### config.mk
export PLATFORM = sky130hd
export DESIGN_NAME = mult_div_unit
export DESIGN_NICKNAME = d
export VERILOG_FILES = /design/src/rtl/mdu_pkg.sv /design/src/rtl/mult_div_unit_div_step.sv /design/src/rtl/mult_div_unit.sv
export SDC_FILE = /design/constraint.sdc
export NUM_CORES = 1
export LEC_CHECK = 0
export BUFFER_PORTS_ARGS = -buffer_cell sky130_fd_sc_hd__buf_2
export CAP_MARGIN = 10
export CORE_MARGIN = 8
export CORE_UTILIZATION = 29
export CTS_CLUSTER_DIAMETER = 80
export DETAILED_ROUTE_END_ITERATION = 10
export MAX_ROUTING_LAYER = met4
export PLACE_DENSITY = 0.53
export SYNTH_ARGS = -nofsm -noshare
export SYNTH_HDL_FRONTEND = slang
export SYNTH_SLANG_ARGS = --single-unit
### constraint.sdc
create_clock -name clk -period 12.23 [get_ports clk]
set_clock_uncertainty 0.15 [all_clocks]
set_input_delay 2.446 -clock clk [delete_from_list [all_inputs] [get_ports clk]]
set_output_delay 2.446 -clock clk [all_outputs]
set_load 0.01 [all_outputs]
### src/rtl/mdu_pkg.sv
// Shared types and constants for the multi-cycle signed multiply/divide unit.
package mdu_pkg;

    localparam int DEF_WIDTH = 32;
    localparam int CNT_W     = $clog2(DEF_WIDTH) + 1;
    localparam int MULT_LAT  = 33;
    localparam int DIV_LAT   = 34;

    typedef enum logic [2:0] {
        ST_IDLE,
        ST_MULT,
        ST_DIV,
        ST_FIX,
        ST_DONE
    } mdu_state_t;

endpackage

### src/rtl/mult_div_unit_div_step.sv
// One restoring-division step on unsigned magnitudes: shift in a dividend bit,
// trial-subtract the divisor, keep the difference when it does not borrow.
module mdu_div_step #(
    parameter int WIDTH = 32
) (
    input  logic [WIDTH-1:0] rem_in,
    input  logic             dividend_bit,
    input  logic [WIDTH-1:0] divisor,
    output logic [WIDTH-1:0] rem_out,
    output logic             q_bit
);

    logic [WIDTH:0] partial;
    logic [WIDTH:0] diff;

    // partial < 2*divisor, so a non-negative difference always fits in WIDTH bits
    assign partial = {rem_in, dividend_bit};
    assign diff    = partial - {1'b0, divisor};
    assign q_bit   = ~diff[WIDTH];
    assign rem_out = q_bit ? diff[WIDTH-1:0] : partial[WIDTH-1:0];

endmodule

### src/rtl/mult_div_unit.sv
// MIPS MULT/DIV unit owning HI/LO: radix-2 Booth multiply, restoring divide.
// Optional MDU_UNSIGNED_EN adds is_unsigned for MULTU/DIVU with unchanged latency.
module mult_div_unit
    import mdu_pkg::*;
#(
    parameter int WIDTH = DEF_WIDTH,
    parameter int ITER  = WIDTH
) (
    input  logic             clk,
    input  logic             reset,
`ifdef MDU_UNSIGNED_EN
    input  logic             is_unsigned,
`endif
    input  logic [WIDTH-1:0] a_in,
    input  logic [WIDTH-1:0] b_in,
    input  logic             mult_start,
    input  logic             div_start,
    output logic [WIDTH-1:0] hi_out,
    output logic [WIDTH-1:0] lo_out,
    output logic             busy,
    output logic             done,
    output logic             div_zero
);

    localparam int CW = $clog2(ITER) + 1;

    mdu_state_t state_reg, state_next;

    logic [CW-1:0]        cnt_reg;
    logic                 uns_reg;
    // Booth accumulator: {upper (WIDTH+1), multiplier (WIDTH), q_minus1}
    logic [2*WIDTH+1:0]   acc_reg;
    logic [WIDTH:0]       mcand_reg;
    logic [WIDTH-1:0]     rem_reg, quo_reg, dvsr_reg;
    logic                 a_neg_reg, b_neg_reg;
    logic [WIDTH-1:0]     hi_reg, lo_reg;
    logic                 dz_reg;

    logic                 uns_start;
    logic                 a_neg_start, b_neg_start;
    logic                 last_step;
    logic [WIDTH:0]       upper, upper_sum;
    logic [2*WIDTH+1:0]   acc_step;
    logic [WIDTH-1:0]     rem_step;
    logic                 q_step;

`ifdef MDU_UNSIGNED_EN
    assign uns_start = is_unsigned;
`else
    assign uns_start = 1'b0;
`endif

    assign a_neg_start = ~uns_start & a_in[WIDTH-1];
    assign b_neg_start = ~uns_start & b_in[WIDTH-1];
    assign last_step   = (cnt_reg == CW'(ITER - 1));

    always_comb begin
        state_next = state_reg;
        case (state_reg)
            ST_IDLE: begin
                if (mult_start)
                    state_next = ST_MULT;
                else if (div_start)
                    state_next = (b_in == '0) ? ST_DONE : ST_DIV;
            end
            ST_MULT: if (last_step) state_next = ST_DONE;
            ST_DIV:  if (last_step) state_next = ST_FIX;
            ST_FIX:  state_next = ST_DONE;
            ST_DONE: state_next = ST_IDLE;
            default: state_next = ST_IDLE;
        endcase
    end

    // One Booth (or plain shift-add when unsigned) step: add/sub then shift right.
    always_comb begin
        upper     = acc_reg[2*WIDTH+1:WIDTH+1];
        upper_sum = upper;
        acc_step  = acc_reg;
        if (uns_reg) begin
            if (acc_reg[1])
                upper_sum = upper + mcand_reg;
            acc_step = {1'b0, upper_sum, acc_reg[WIDTH:1]};
        end else begin
            case (acc_reg[1:0])
                2'b01:   upper_sum = upper + mcand_reg;
                2'b10:   upper_sum = upper - mcand_reg;
                default: upper_sum = upper;
            endcase
            acc_step = {upper_sum[WIDTH], upper_sum, acc_reg[WIDTH:1]};
        end
    end

    mdu_div_step #(.WIDTH(WIDTH)) u_div_step (
        .rem_in       (rem_reg),
        .dividend_bit (quo_reg[WIDTH-1]),
        .divisor      (dvsr_reg),
        .rem_out      (rem_step),
        .q_bit        (q_step)
    );

    always_ff @(posedge clk or negedge reset) begin
        if (!reset) begin
            state_reg <= ST_IDLE;
            cnt_reg   <= '0;
            uns_reg   <= 1'b0;
            acc_reg   <= '0;
            mcand_reg <= '0;
            rem_reg   <= '0;
            quo_reg   <= '0;
            dvsr_reg  <= '0;
            a_neg_reg <= 1'b0;
            b_neg_reg <= 1'b0;
            hi_reg    <= '0;
            lo_reg    <= '0;
            dz_reg    <= 1'b0;
        end else begin
            state_reg <= state_next;
            case (state_reg)
                ST_IDLE: begin
                    if (mult_start) begin
                        cnt_reg   <= '0;
                        uns_reg   <= uns_start;
                        dz_reg    <= 1'b0;
                        mcand_reg <= {a_neg_start, a_in};
                        acc_reg   <= {{(WIDTH+1){1'b0}}, b_in, 1'b0};
                    end else if (div_start) begin
                        cnt_reg   <= '0;
                        uns_reg   <= uns_start;
                        dz_reg    <= (b_in == '0);
                        a_neg_reg <= a_neg_start;
                        b_neg_reg <= b_neg_start;
                        rem_reg   <= '0;
                        quo_reg   <= a_neg_start ? -a_in : a_in;
                        dvsr_reg  <= b_neg_start ? -b_in : b_in;
                    end
                end
                ST_MULT: begin
                    acc_reg <= acc_step;
                    cnt_reg <= cnt_reg + CW'(1);
                    if (last_step) begin
                        hi_reg <= acc_step[2*WIDTH:WIDTH+1];
                        lo_reg <= acc_step[WIDTH:1];
                    end
                end
                ST_DIV: begin
                    rem_reg <= rem_step;
                    quo_reg <= {quo_reg[WIDTH-2:0], q_step};
                    cnt_reg <= cnt_reg + CW'(1);
                end
                ST_FIX: begin
                    // Remainder takes the dividend's sign; quotient negated on sign mismatch
                    hi_reg <= a_neg_reg ? -rem_reg : rem_reg;
                    lo_reg <= (a_neg_reg ^ b_neg_reg) ? -quo_reg : quo_reg;
                end
                default: ;
            endcase
        end
    end

    assign hi_out   = hi_reg;
    assign lo_out   = lo_reg;
    assign busy     = (state_reg != ST_IDLE);
    assign done     = (state_reg == ST_DONE);
    assign div_zero = dz_reg;

endmodule

==> results.json, run 1 <==
{
  "global_route.usage.total_pct": 18.2,
  "tns_ns": 0,
  "final_critical_path_share_of_the_clock_period_pct": 41.1,
  "synth-edff-count": 0,
  "critPathTopFamily": "simple AND/OR/NAND/NOR gates",
  "tritoncts_num_sinks": 269,
  "fp.dieArea_um2": 71600,
  "gr-usage-met2_pct": 29.7,
  "vdd_ir_drop_max_v": 0.000172,
  "via_count": 16700,
  "pin_count_of_the_biggest_net_entering_global_routing": 80,
  "ctsHoldBuffers": 0,
  "syn_to_final_growth_pct": 14.6,
  "cp_cell_sequence": "or4_4, nor4_2, nand2_1, or2_2, nor4_2, a21oi_1, xnor2_1, ha_1, and2_1, a221oi_1, o21ai_0, a21o_1, a21oi_1, nand2_1, xnor2_1, o31a_1, nand3_1",
  "worst-r2r-cell-count": 17,
  "timing.critical_path.to_type": "flop",
  "number_of_resized_instances_in_the_post_cts_repair_step": 0,
  "first_pass_grt_wire_length_um": 99500,
  "layout.nets": 2383,
  "insertion_delay_ns": 0.56,
  "synth_seq_cells": 269,
  "synth.net_count": 2301,
  "dp.final_hpwl_um": 49600,
  "routed_wirelength_um": 65100,
  "number_of_levels_the_h_tree_was_split_into": 2,
  "clockRootBuffer": "clkbuf_16",
  "ys_seq_area_share_pct": 36.6,
  "critical-path-max-stage-delay_ns": 0.60,
  "drt_iter0_drc": 1413,
  "power.density_nw_per_um2": 344,
  "worst_setup_path_category": "flop to flop",
  "drive_gt1_share_pct": 12.8,
  "synthesis.area_um2": 18400,
  "grt_use_met1_pct": 23.8,
  "num-fill-cells": 6713,
  "final.min_clock_period_ns": 5.03,
  "die_width_um": 268,
  "clk_transition_reported_paths_ns": 0.06,
  "critical_path.startpoint_type": "flop",
  "use_met3_pct": 2.42,
  "postLayoutSetupSlackWorst_ns": 7.20,
  "io_pins": 135,
  "cts_buffer_depth": 3,
  "status": "completed",
  "synth_warnings": 0,
  "dp_slack_ns": 7.16,
  "worst-endpoint-arrival_ns": 5.31,
  "remaining_drc_errors": 0,
  "synthDistinctLibCells": 78,
  "cap_viol_max_count": 0,
  "die_height_um": 268,
  "synthesis.instances": 2160,
  "routed_wire_length_per_instance_um": 20.9,
  "first_global_vias": 16500,
  "timing.final.setup_violations": 0,
  "worstPathMaxFanout": 7,
  "leakage_nw": 9.32,
  "start_util_pct": 29.2,
  "synth-main-ff-cell": "dfrtp_1",
  "hold_path.class": "flop to flop",
  "tritoncts_clock_tree": "done",
  "max_freq_mhz": 199,
  "row_cnt": 92,
  "number_of_buffers_inserted_during_clock_tree_synthesis": 36,
  "critical_path_depth": 17,
  "min_delay_path_depth": 2,
  "antenna_violating_nets_post_route": 0,
  "hold_viol_final": 0,
  "dr.pass1.iters": 7,
  "coreArea_um2": 62900,
  "grt_setup_unrepaired": "false",
  "gr-max-usage-layer": "met2",
  "slew_viol_final": 0,
  "grt_antenna_before_repair": 6,
  "buffer_ports.inserted": 134,
  "worst_pin_slew_ns": 1.03,
  "routability_driven_placement_congestion_ratio": 0.895,
  "asyncSetResetFlopFracSynth_pct": 100,
  "vias_per_cell": 5.35,
  "cpMaxStageDelayCell": "or4_4",
  "global_route.overflow_total": 0,
  "post-cts-setup-buffer-count": 0,
  "largest_register_ff_count": 65,
  "cp.required_ns": 12.51,
  "worstPathBufferInverterCount": 0,
  "max-slew-margin-rel_pct": 31.1,
  "postSynthAreaPerCell_um2": 8.50
}
-- cell usage after synthesis (16+ instances only) --
library cell    n  area (um^2)
xor2_1        114          998
o21ai_0       274         1370
or3_1          26          163
nand3_1        76          380
a22oi_1        32          240
o41ai_1        16          140
a21o_1         26          195
mux2i_1        57          571
o31ai_1        36          270
o211ai_1       17          128
xnor2_1        87          762
o21a_1         16          120
mux2_2         39          439
ha_1           71          888
inv_1          76          285
clkbuf_1      102          383
a211oi_1       21          158
nand2b_1       18          113
nor2_1        142          533
nor3_1         34          170
a21oi_1       131          656
dfrtp_1       269         6730
nand2_1       248          931
a31oi_1        30          188
-- where the power goes --
group / internal [W] / switching, W
sequential: 0.00129 / 0.000486
clock: 0.000597 / 0.000435
combinational: 0.00173 / 0.00270
-- per-layer routing --
layer	part of all wire [%]	vias up
li1	-	7951
met1	46	8259
met2	47	395
met3	4.9	75
met4	2.0	0
met5	0	-
-- cell families after synthesis --
logic type,Yosys count,synth area share (%)
AOI/OAI and AO/OA,682,22.6
xor gates and xnor gates,201,9.58
adders and majority gates,73,5.05
buffers and inverters,192,3.95
DFF,269,36.6
muxes,96,5.50
and+or+nand+nor,647,16.7
-- metrics by stage --
| step | cell area (um^2) | cells | total power, W | utilization (%) | hold slack [ns] |
|---|---|---|---|---|---|
| 2_1_floorplan | 18400 | 2160 | 0.00484 | - | 0.300 |
| 3_3_place_gp | 19900 | 3049 | 0.00614 | 31.7 | 0.308 |
| 3_5_place_dp | 19900 | 3049 | 0.00619 | 31.7 | 0.307 |
| 4_1_cts | 21000 | 3111 | 0.00727 | 33.5 | 0.325 |
| 5_1_grt | 21000 | 3116 | 0.00784 | 33.5 | 0.364 |
| 6_report | 21000 | 3117 | 0.00724 | 33.5 | 0.319 |
-- layout make-up --
cell class	count	area [um^2]	share of cell area (%)
flip-flops and latches	269	6730	32.0
well taps	846	1060	5.03
multi-input cells	1699	11000	52.1
diodes	5	12.5	0.0594
repair buffers	159	868	4.13
clock inverters	14	93.8	0.446
inverters	77	289	1.37
clock buffers	48	1040	4.93
-- worst min-delay path: cells and delay by family, from the launching register on --
| kind | cells | cell delay, ns |
|---|---|---|
| flip-flops | 1 | 0.34 |
| AND/OR/NAND/NOR | 2 | 0.10 |
-- worst paths after layout --
check	start	to	slack, ns
max	mcand_reg[7]	hi_out[31]	7.20
min	lo_out[6]	lo_out[6]	0.32
max reg2reg	mcand_reg[7]	hi_out[31]	7.20
min reg2reg	lo_out[6]	lo_out[6]	0.32
max in group asynchronous	reset	quo_reg[16]	8.14
min in group asynchronous	reset	cnt_reg[3]	1.74
-- placed cells by master (no fill, tap or decap), drive strengths merged, types with 8 or more instances in the layout --
cell type / instances
mux2i: 57
or3: 26
mux2: 39
buf: 159
nor2: 142
o21ai: 285
o221ai: 8
nor3: 36
nor4: 15
o22ai: 10
xnor2: 87
and3: 11
clkbuf: 48
ha: 71
a21oi: 132
inv: 79
o211ai: 17
a21o: 26
a22oi: 32
o41ai: 17
or4: 16
nand2b: 18
xor2: 114
a31oi: 30
and2: 9
nand2: 248
dfrtp: 269
a211oi: 21
o21a: 16
nor2b: 14
o31ai: 37
nand3: 76
nand4: 14
Note: power is estimated with default switching activity, not from simulation.
==> run 2, diff against run 1 <==
--- a/config.mk
+++ b/config.mk
@@ -5,6 +5,7 @@
 export SDC_FILE = /design/constraint.sdc
 export NUM_CORES = 1
 export LEC_CHECK = 0
+export ABC_AREA = 1
 export BUFFER_PORTS_ARGS = -buffer_cell sky130_fd_sc_hd__buf_2
 export CAP_MARGIN = 10
 export CORE_MARGIN = 8
==> constraint.sdc (replaced) <==
create_clock -name clk -period 5 [get_ports clk]
set_clock_uncertainty 0.15 [all_clocks]
set_input_delay 1 -clock clk [delete_from_list [all_inputs] [get_ports clk]]
set_output_delay 1 -clock clk [all_outputs]
set_load 0.01 [all_outputs]
==> run 2 against run 1 <==
Non-clock buffer count fell by 2. First-iteration DRC count grew 27%. Count of clock-buffer cells in the layout is the same. Sequential cell count unchanged. Clock power grew to 2.5 times the previous value. Total power grew to 2.7 times the previous value. Synthesized area rose by 8.2%. Via count up 18%. Largest cell class unchanged. Critical path type unchanged. Sequential share of layout area is 2.2 points lower. Sequential power rose by 140%. Setup slack got worse by 6.2 ns. Largest power group unchanged. Synthesized cell count grew 36%.
==> results.json, run 2 <==
{
  "synth.top_cells.by_count": "nand2_1 (866), inv_1 (324), dfrtp_1 (269)",
  "global_route.usage.total_pct": 19.5,
  "dp.final_hpwl_um": 59100,
  "first_pass_grt_wire_length_um": 116000,
  "pwr-share-clk_pct": 13.3,
  "internal-power_w": 0.00872,
  "coreArea_um2": 68200,
  "cap_viol_max_count": 0,
  "die_width_um": 278,
  "die_height_um": 278,
  "remaining_drc_errors": 0,
  "drt_iter0_drc": 1795,
  "final_critical_path_share_of_the_clock_period_pct": 79.1,
  "final_cell_mix": "nand2_1 (866), inv_1 (323), dfrtp_1 (269)",
  "slew_viol_final": 0,
  "start_util_pct": 29.1,
  "row_cnt": 96,
  "vdd_ir_drop_max_v": 0.000438,
  "synth.most_common_cell": "nand2_1",
  "grt_setup_unrepaired": "false",
  "buffer_ports.inserted": 134,
  "io_pins": 135,
  "share_seq_of_total_power_pct": 22.1,
  "drive_gt1_share_pct": 9.05,
  "syn_to_final_growth_pct": 13.6,
  "dr.pass1.iters": 5,
  "synth-edff-count": 0,
  "ctsHoldBuffers": 0,
  "hold_viol_final": 0,
  "timing.critical_path.to_type": "flop",
  "number_of_resized_instances_in_the_post_cts_repair_step": 0,
  "number_of_buffers_inserted_during_clock_tree_synthesis": 36,
  "synthDistinctLibCells": 50,
  "via_count": 19700,
  "cpMaxStageDelayCell": "o21ai_0",
  "routed_wirelength_um": 75100,
  "worst_pin_slew_ns": 0.978,
  "tns_ns": 0,
  "final.min_clock_period_ns": 3.95,
  "grt_antenna_before_repair": 2,
  "global_route.overflow_total": 0,
  "timing.final.setup_violations": 0,
  "netSwitchingPower_w": 0.0107,
  "pin_count_of_the_biggest_net_entering_global_routing": 90,
  "ys_seq_area_share_pct": 33.9,
  "cp_cell_sequence": "inv_1, ha_1, nand2_1, nor2_1, nor2_1, a21oi_1, xor2_1, inv_1, ha_1, nand2_1, nor2_1, nand2_1, o21ai_0, nand2_1, nand3_1, nand3_1, nand2_1, nand2_1, nand3_1, nand2_1",
  "netlist_top_cells_area": "dfrtp_1 (34%), nand2_1 (16%), inv_1 (6.1%)",
  "cts_buffer_depth": 3,
  "max_freq_mhz": 253,
  "synth_warnings": 0,
  "worstPathMaxFanout": 5,
  "first_global_vias": 18900,
  "synthesis.area_um2": 19900,
  "cp.required_ns": 5.29,
  "insertion_delay_ns": 0.55,
  "asyncSetResetFlopFracSynth_pct": 100,
  "worst-endpoint-arrival_ns": 4.24,
  "worstPathBufferInverterCount": 2,
  "leakage_nw": 11.2,
  "tritoncts_clock_tree": "done",
  "critical-path-max-stage-delay_ns": 0.58,
  "critical_path.startpoint_type": "flop",
  "tritoncts_num_sinks": 269,
  "antenna_violating_nets_post_route": 0,
  "sw_frac_of_total_pct": 55.1,
  "post-cts-setup-buffer-count": 0,
  "fp.dieArea_um2": 77200,
  "clockRootBuffer": "clkbuf_16",
  "yosysTopAreaCell": "dfrtp_1",
  "share_comb_of_total_power_pct": 64.7,
  "worst_setup_path_category": "flop to flop",
  "dpl.cell_count": 3870,
  "routability_driven_placement_congestion_ratio": 0.945,
  "hold_path.class": "primary input to async pin",
  "synth.net_count": 3073,
  "status": "completed",
  "synth_seq_cells": 269,
  "critPathTopFamily": "simple AND/OR/NAND/NOR gates",
  "largest_register_ff_count": 65,
  "synthesis.instances": 2932,
  "power.density_nw_per_um2": 859,
  "layout.nets": 3168,
  "number_of_levels_the_h_tree_was_split_into": 2,
  "cpMostUsedCell": "nand2_1",
  "number_of_standard_cells_in_the_layout_taps_in_and_fillers_out": 3934,
  "synthDominantCellAreaShare_pct": 33.9,
  "max-slew-margin-rel_pct": 34.1,
  "mostFrequentLayoutCell": "nand2_1",
  "clk_transition_reported_paths_ns": 0.06,
  "postSynthAreaPerCell_um2": 6.78,
  "vias_per_cell": 5.02,
  "routed_wire_length_per_instance_um": 19.1,
  "synth-main-ff-cell": "dfrtp_1"
}
==> run 2: final cells by class <==
cell class | count | area, um^2
multi-input cells | 2222 | 11400
clock inverters | 13 | 131
inverters | 341 | 1280
clock buffers | 48 | 1030
repair buffers | 157 | 878
diodes | 2 | 5.00
well taps | 882 | 1100
flip-flops and latches | 269 | 6730
fillers | 7555 | 45600
==> run 2: power groups by stage <==
stage	clock network (W)	logic, W	registers (W)
finish	0.00258	0.0126	0.00428
global route	0.00271	0.0142	0.00440
floorplan	0	0.00885	0.00395
global placement	0	0.0125	0.00429
CTS	0.00264	0.0125	0.00426
detailed placement	0	0.0125	0.00428
==> run 2: layer usage <==
layer	part of all wire (%)	vias to the layer above	track usage [%]
li1	-	9808	-
met1	48	9298	27.0
met2	46	558	30.7
met3	4.8	68	2.18
met4	1.6	0	3.69
met5	0	-	-
==> run 2: worst paths after layout <==
path,startpoint,end,slack (ns),depth (start not counted)
min,reset,quo_reg[28],0.30,1
min reg2reg,lo_out[23],lo_out[23],0.32,2
max in group asynchronous,reset,acc_reg[20],3.29,2
min in group clk,lo_out[23],lo_out[23],0.32,2
max,mcand_reg[0],hi_out[21],1.05,20
max reg2reg,mcand_reg[0],hi_out[21],1.05,20
==> run 2: per-stage QoR <==
stage	setup WS [ns]	hold slack, ns	total power (W)	utilization (%)	cell area [um^2]
detailed placement	1.09	0.311	0.0168	31.4	21400
finish	1.05	0.298	0.0194	33.1	22600
global route	0.643	0.348	0.0213	33.1	22600
floorplan	1.86	0.309	0.0128	-	19900
global placement	1.14	0.309	0.0168	31.4	21400
CTS	1.08	0.328	0.0194	33.1	22600
==> run 2: cell families after synthesis <==
family                     count (synthesis)  share of synthesized area (%)
AOI/OAI and AO/OA                        570                           16.3
xor gates and xnor gates                 136                           5.99
adders and majority gates                 73                           4.67
buffers and inverters                    441                           8.70
DFF                                      269                           33.9
muxes                                      2                          0.101
and+or+nand+nor                         1441                           30.3
==> run 3, diff against run 2 <==
--- a/config.mk
+++ b/config.mk
@@ -13,7 +13,7 @@
 export CTS_CLUSTER_DIAMETER = 80
 export DETAILED_ROUTE_END_ITERATION = 10
 export MAX_ROUTING_LAYER = met4
-export PLACE_DENSITY = 0.53
+export PLACE_DENSITY = 0.55
 export SYNTH_ARGS = -nofsm -noshare
 export SYNTH_HDL_FRONTEND = slang
 export SYNTH_SLANG_ARGS = --single-unit
==> constraint.sdc (replaced) <==
create_clock -name clk -period 3.3 [get_ports clk]
set_clock_uncertainty 0.15 [all_clocks]
set_input_delay 0.66 -clock clk [delete_from_list [all_inputs] [get_ports clk]]
set_output_delay 0.66 -clock clk [all_outputs]
set_load 0.01 [all_outputs]
==> run 3 against run 2 <==
Setup slack worse by 1.1 ns. Highest routed layer unchanged. Design area up 9.5%. Via count up 2.3%. Routed wire length down 1.2%. Worst hold slack worse by 0.061 ns. Register-to-register slack worse by 1.1 ns. The run now ends with setup timing left.
==> results.json, run 3 (synthesized netlist as in run 2, its figures left out) <==
{
  "critPathTopFamily": "simple AND/OR/NAND/NOR gates",
  "min_delay_path_depth": 3,
  "syn_to_final_growth_pct": 24.4,
  "pin_count_of_the_biggest_net_entering_global_routing": 76,
  "final.min_clock_period_ns": 3.33,
  "whs_ns": 0.237,
  "remaining_drc_errors": 0,
  "worst_setup_path_category": "flop to flop",
  "number_of_buffers_inserted_during_clock_tree_synthesis": 36,
  "critical-path-max-stage-delay_ns": 0.39,
  "timing.critical_path.to_type": "flop",
  "dp.final_hpwl_um": 58700,
  "timing.final.setup_violations": 3,
  "final_critical_path_share_of_the_clock_period_pct": 101,
  "cap_viol_max_count": 0,
  "die_height_um": 278,
  "grt_use_met1_pct": 24.4,
  "tritoncts_num_sinks": 269,
  "failed_checks": "setup timing",
  "buffer_ports.inserted": 134,
  "layout.nets": 3303,
  "fp.dieArea_um2": 77200,
  "critical_path.reg2reg.endpoint": "hi_out[31]",
  "gr-usage-met2_pct": 30.2,
  "cpMaxStageDelayCell": "dfrtp_1",
  "n_antenna_cell": 0,
  "insertion_delay_ns": 0.56,
  "drive_gt1_share_pct": 18.7,
  "vias_per_cell": 4.96,
  "drt_iter0_drc": 1611,
  "start_util_pct": 29.1,
  "post_route_core_utilization_pct": 36.3,
  "cp_cell_sequence": "inv_2, ha_4, nand2_4, nor2_4, nand2_2, nor3_2, nand2_1, nor2_2, nor2_2, a21oi_2, xor2_1, ha_1, nand2_1, a21oi_1, nor2_1, nand2_1, a21oi_2, nand2_1, nand2_1, nand3_1, nand2_1, nand2_2, nand2_1, a21oi_1",
  "worst_pin_slew_ns": 1.07,
  "via_count": 20200,
  "number_of_levels_the_h_tree_was_split_into": 2,
  "global_route.usage.total_pct": 18.9,
  "worst_hold_path.endpoint": "mcand_reg[1]",
  "worstPathMaxFanout": 4,
  "use_met3_pct": 2.47,
  "first_pass_grt_wire_length_um": 112000,
  "antenna_violating_nets_post_route": 0,
  "timing.reg2reg.setup_slack_ns": -0.03,
  "layout.cell_area.non_filler_um2": 24700,
  "cp.required_ns": 3.57,
  "postLayoutSetupSlackWorst_ns": -0.0272,
  "cpMostUsedCell": "nand2_1",
  "max-slew-margin-rel_pct": 28.3,
  "gr-max-usage-layer": "met2",
  "max_freq_mhz": 301,
  "worst-endpoint-arrival_ns": 3.60,
  "largest_register_ff_count": 65,
  "slew_viol_final": 0,
  "routed_wirelength_um": 74100,
  "dr.pass1.iters": 6,
  "worstPathBufferInverterCount": 1,
  "routed_wire_length_per_instance_um": 18.2,
  "critical_register_to_register_path_startpoint": "mcand_reg[1]",
  "first_global_vias": 19400,
  "clockRootBuffer": "clkbuf_16",
  "min-delay-start": "a_in[1]",
  "dpl_cell_area_um2": 22400,
  "routability_driven_placement_congestion_ratio": 0.954,
  "clk_transition_reported_paths_ns": 0.05,
  "tritoncts_clock_tree": "done",
  "coreArea_um2": 68200,
  "critical_path.startpoint_type": "flop",
  "grt_setup_unrepaired": "true",
  "die_width_um": 278,
  "cts_buffer_depth": 3,
  "status": "finished with violations",
  "worst-r2r-cell-count": 24,
  "mostFrequentLayoutCell": "nand2_1",
  "hold_viol_final": 0,
  "io_pins": 135,
  "final_cell_mix": "nand2_1 (812), inv_1 (316), dfrtp_1 (269)",
  "global_route.overflow_total": 0,
  "grt_antenna_before_repair": 0,
  "row_cnt": 96,
  "hold_path.class": "primary input to flop"
}
-- run 3: cell count changes in the layout (fill, tap and decap cells not counted), moves of 28 or more --
cell,previous run,this run
a21oi_1,130,102
buf_4,21,138
nand2_1,866,812
nand2_2,5,47
nor2_1,262,224
o21ai_0,239,204
-- run 3: worst max-delay path by stage --
stage	from	end	slack, ns	depth (start not counted)
2_1_floorplan	mcand_reg[0]	hi_out[26]	0.16	23
3_3_place_gp	mcand_reg[0]	hi_out[27]	-0.21	21
3_5_place_dp	mcand_reg[1]	hi_out[27]	-0.23	24
4_1_cts	mcand_reg[1]	hi_out[26]	-0.05	23
5_1_grt	mcand_reg[1]	hi_out[29]	-0.30	24
6_report	mcand_reg[1]	hi_out[31]	-0.03	24
-- run 3: per-layer routing --
| metal | vias to the layer above | wire [um] |
|---|---|---|
| met1 | 9474 | 33200 |
| met5 | - | 0 |
| met3 | 112 | 3770 |
| met2 | 541 | 34400 |
| met4 | 0 | 2830 |
| li1 | 10100 | - |
-- run 3: cell type report --
cell class	instances	area, um^2
fillers	7320	43500
multi-input cells	2222	12400
flip-flops and latches	269	6730
repair buffers	292	2010
inverters	341	1280
well taps	882	1100
clock buffers	47	1000
clock inverters	15	184
-- run 3: repair_timing --
action	in CTS	in global routing
hold endpoints to repair	68	0
gates resized for setup	83	194
pin swaps	31	62
hold buffers	1	0
setup endpoints to repair	41	50
buffers inserted	3	17
-- run 3: per-stage QoR --
stage / TNS [ns] / setup slack, ns / cells
2_1_floorplan: 0 / 0.163 / 2932
3_3_place_gp: -3.09 / -0.207 / 3985
3_5_place_dp: -4.26 / -0.235 / 3985
4_1_cts: -0.225 / -0.0494 / 4051
5_1_grt: -6.67 / -0.305 / 4068
6_report: -0.0662 / -0.0272 / 4068
-- run 3: tightest hold or removal path, delay by kind of cell --
| family | cells | cell delay (ns) |
|---|---|---|
| compound gates | 1 | 0.07 |
| buf+inv | 1 | 0.12 |
| simple gates | 1 | 0.05 |
Power of run 3 is left out: the tool's default activity adds up to more than one toggle a clock period on the data nets, which glitch-free logic cannot reach.
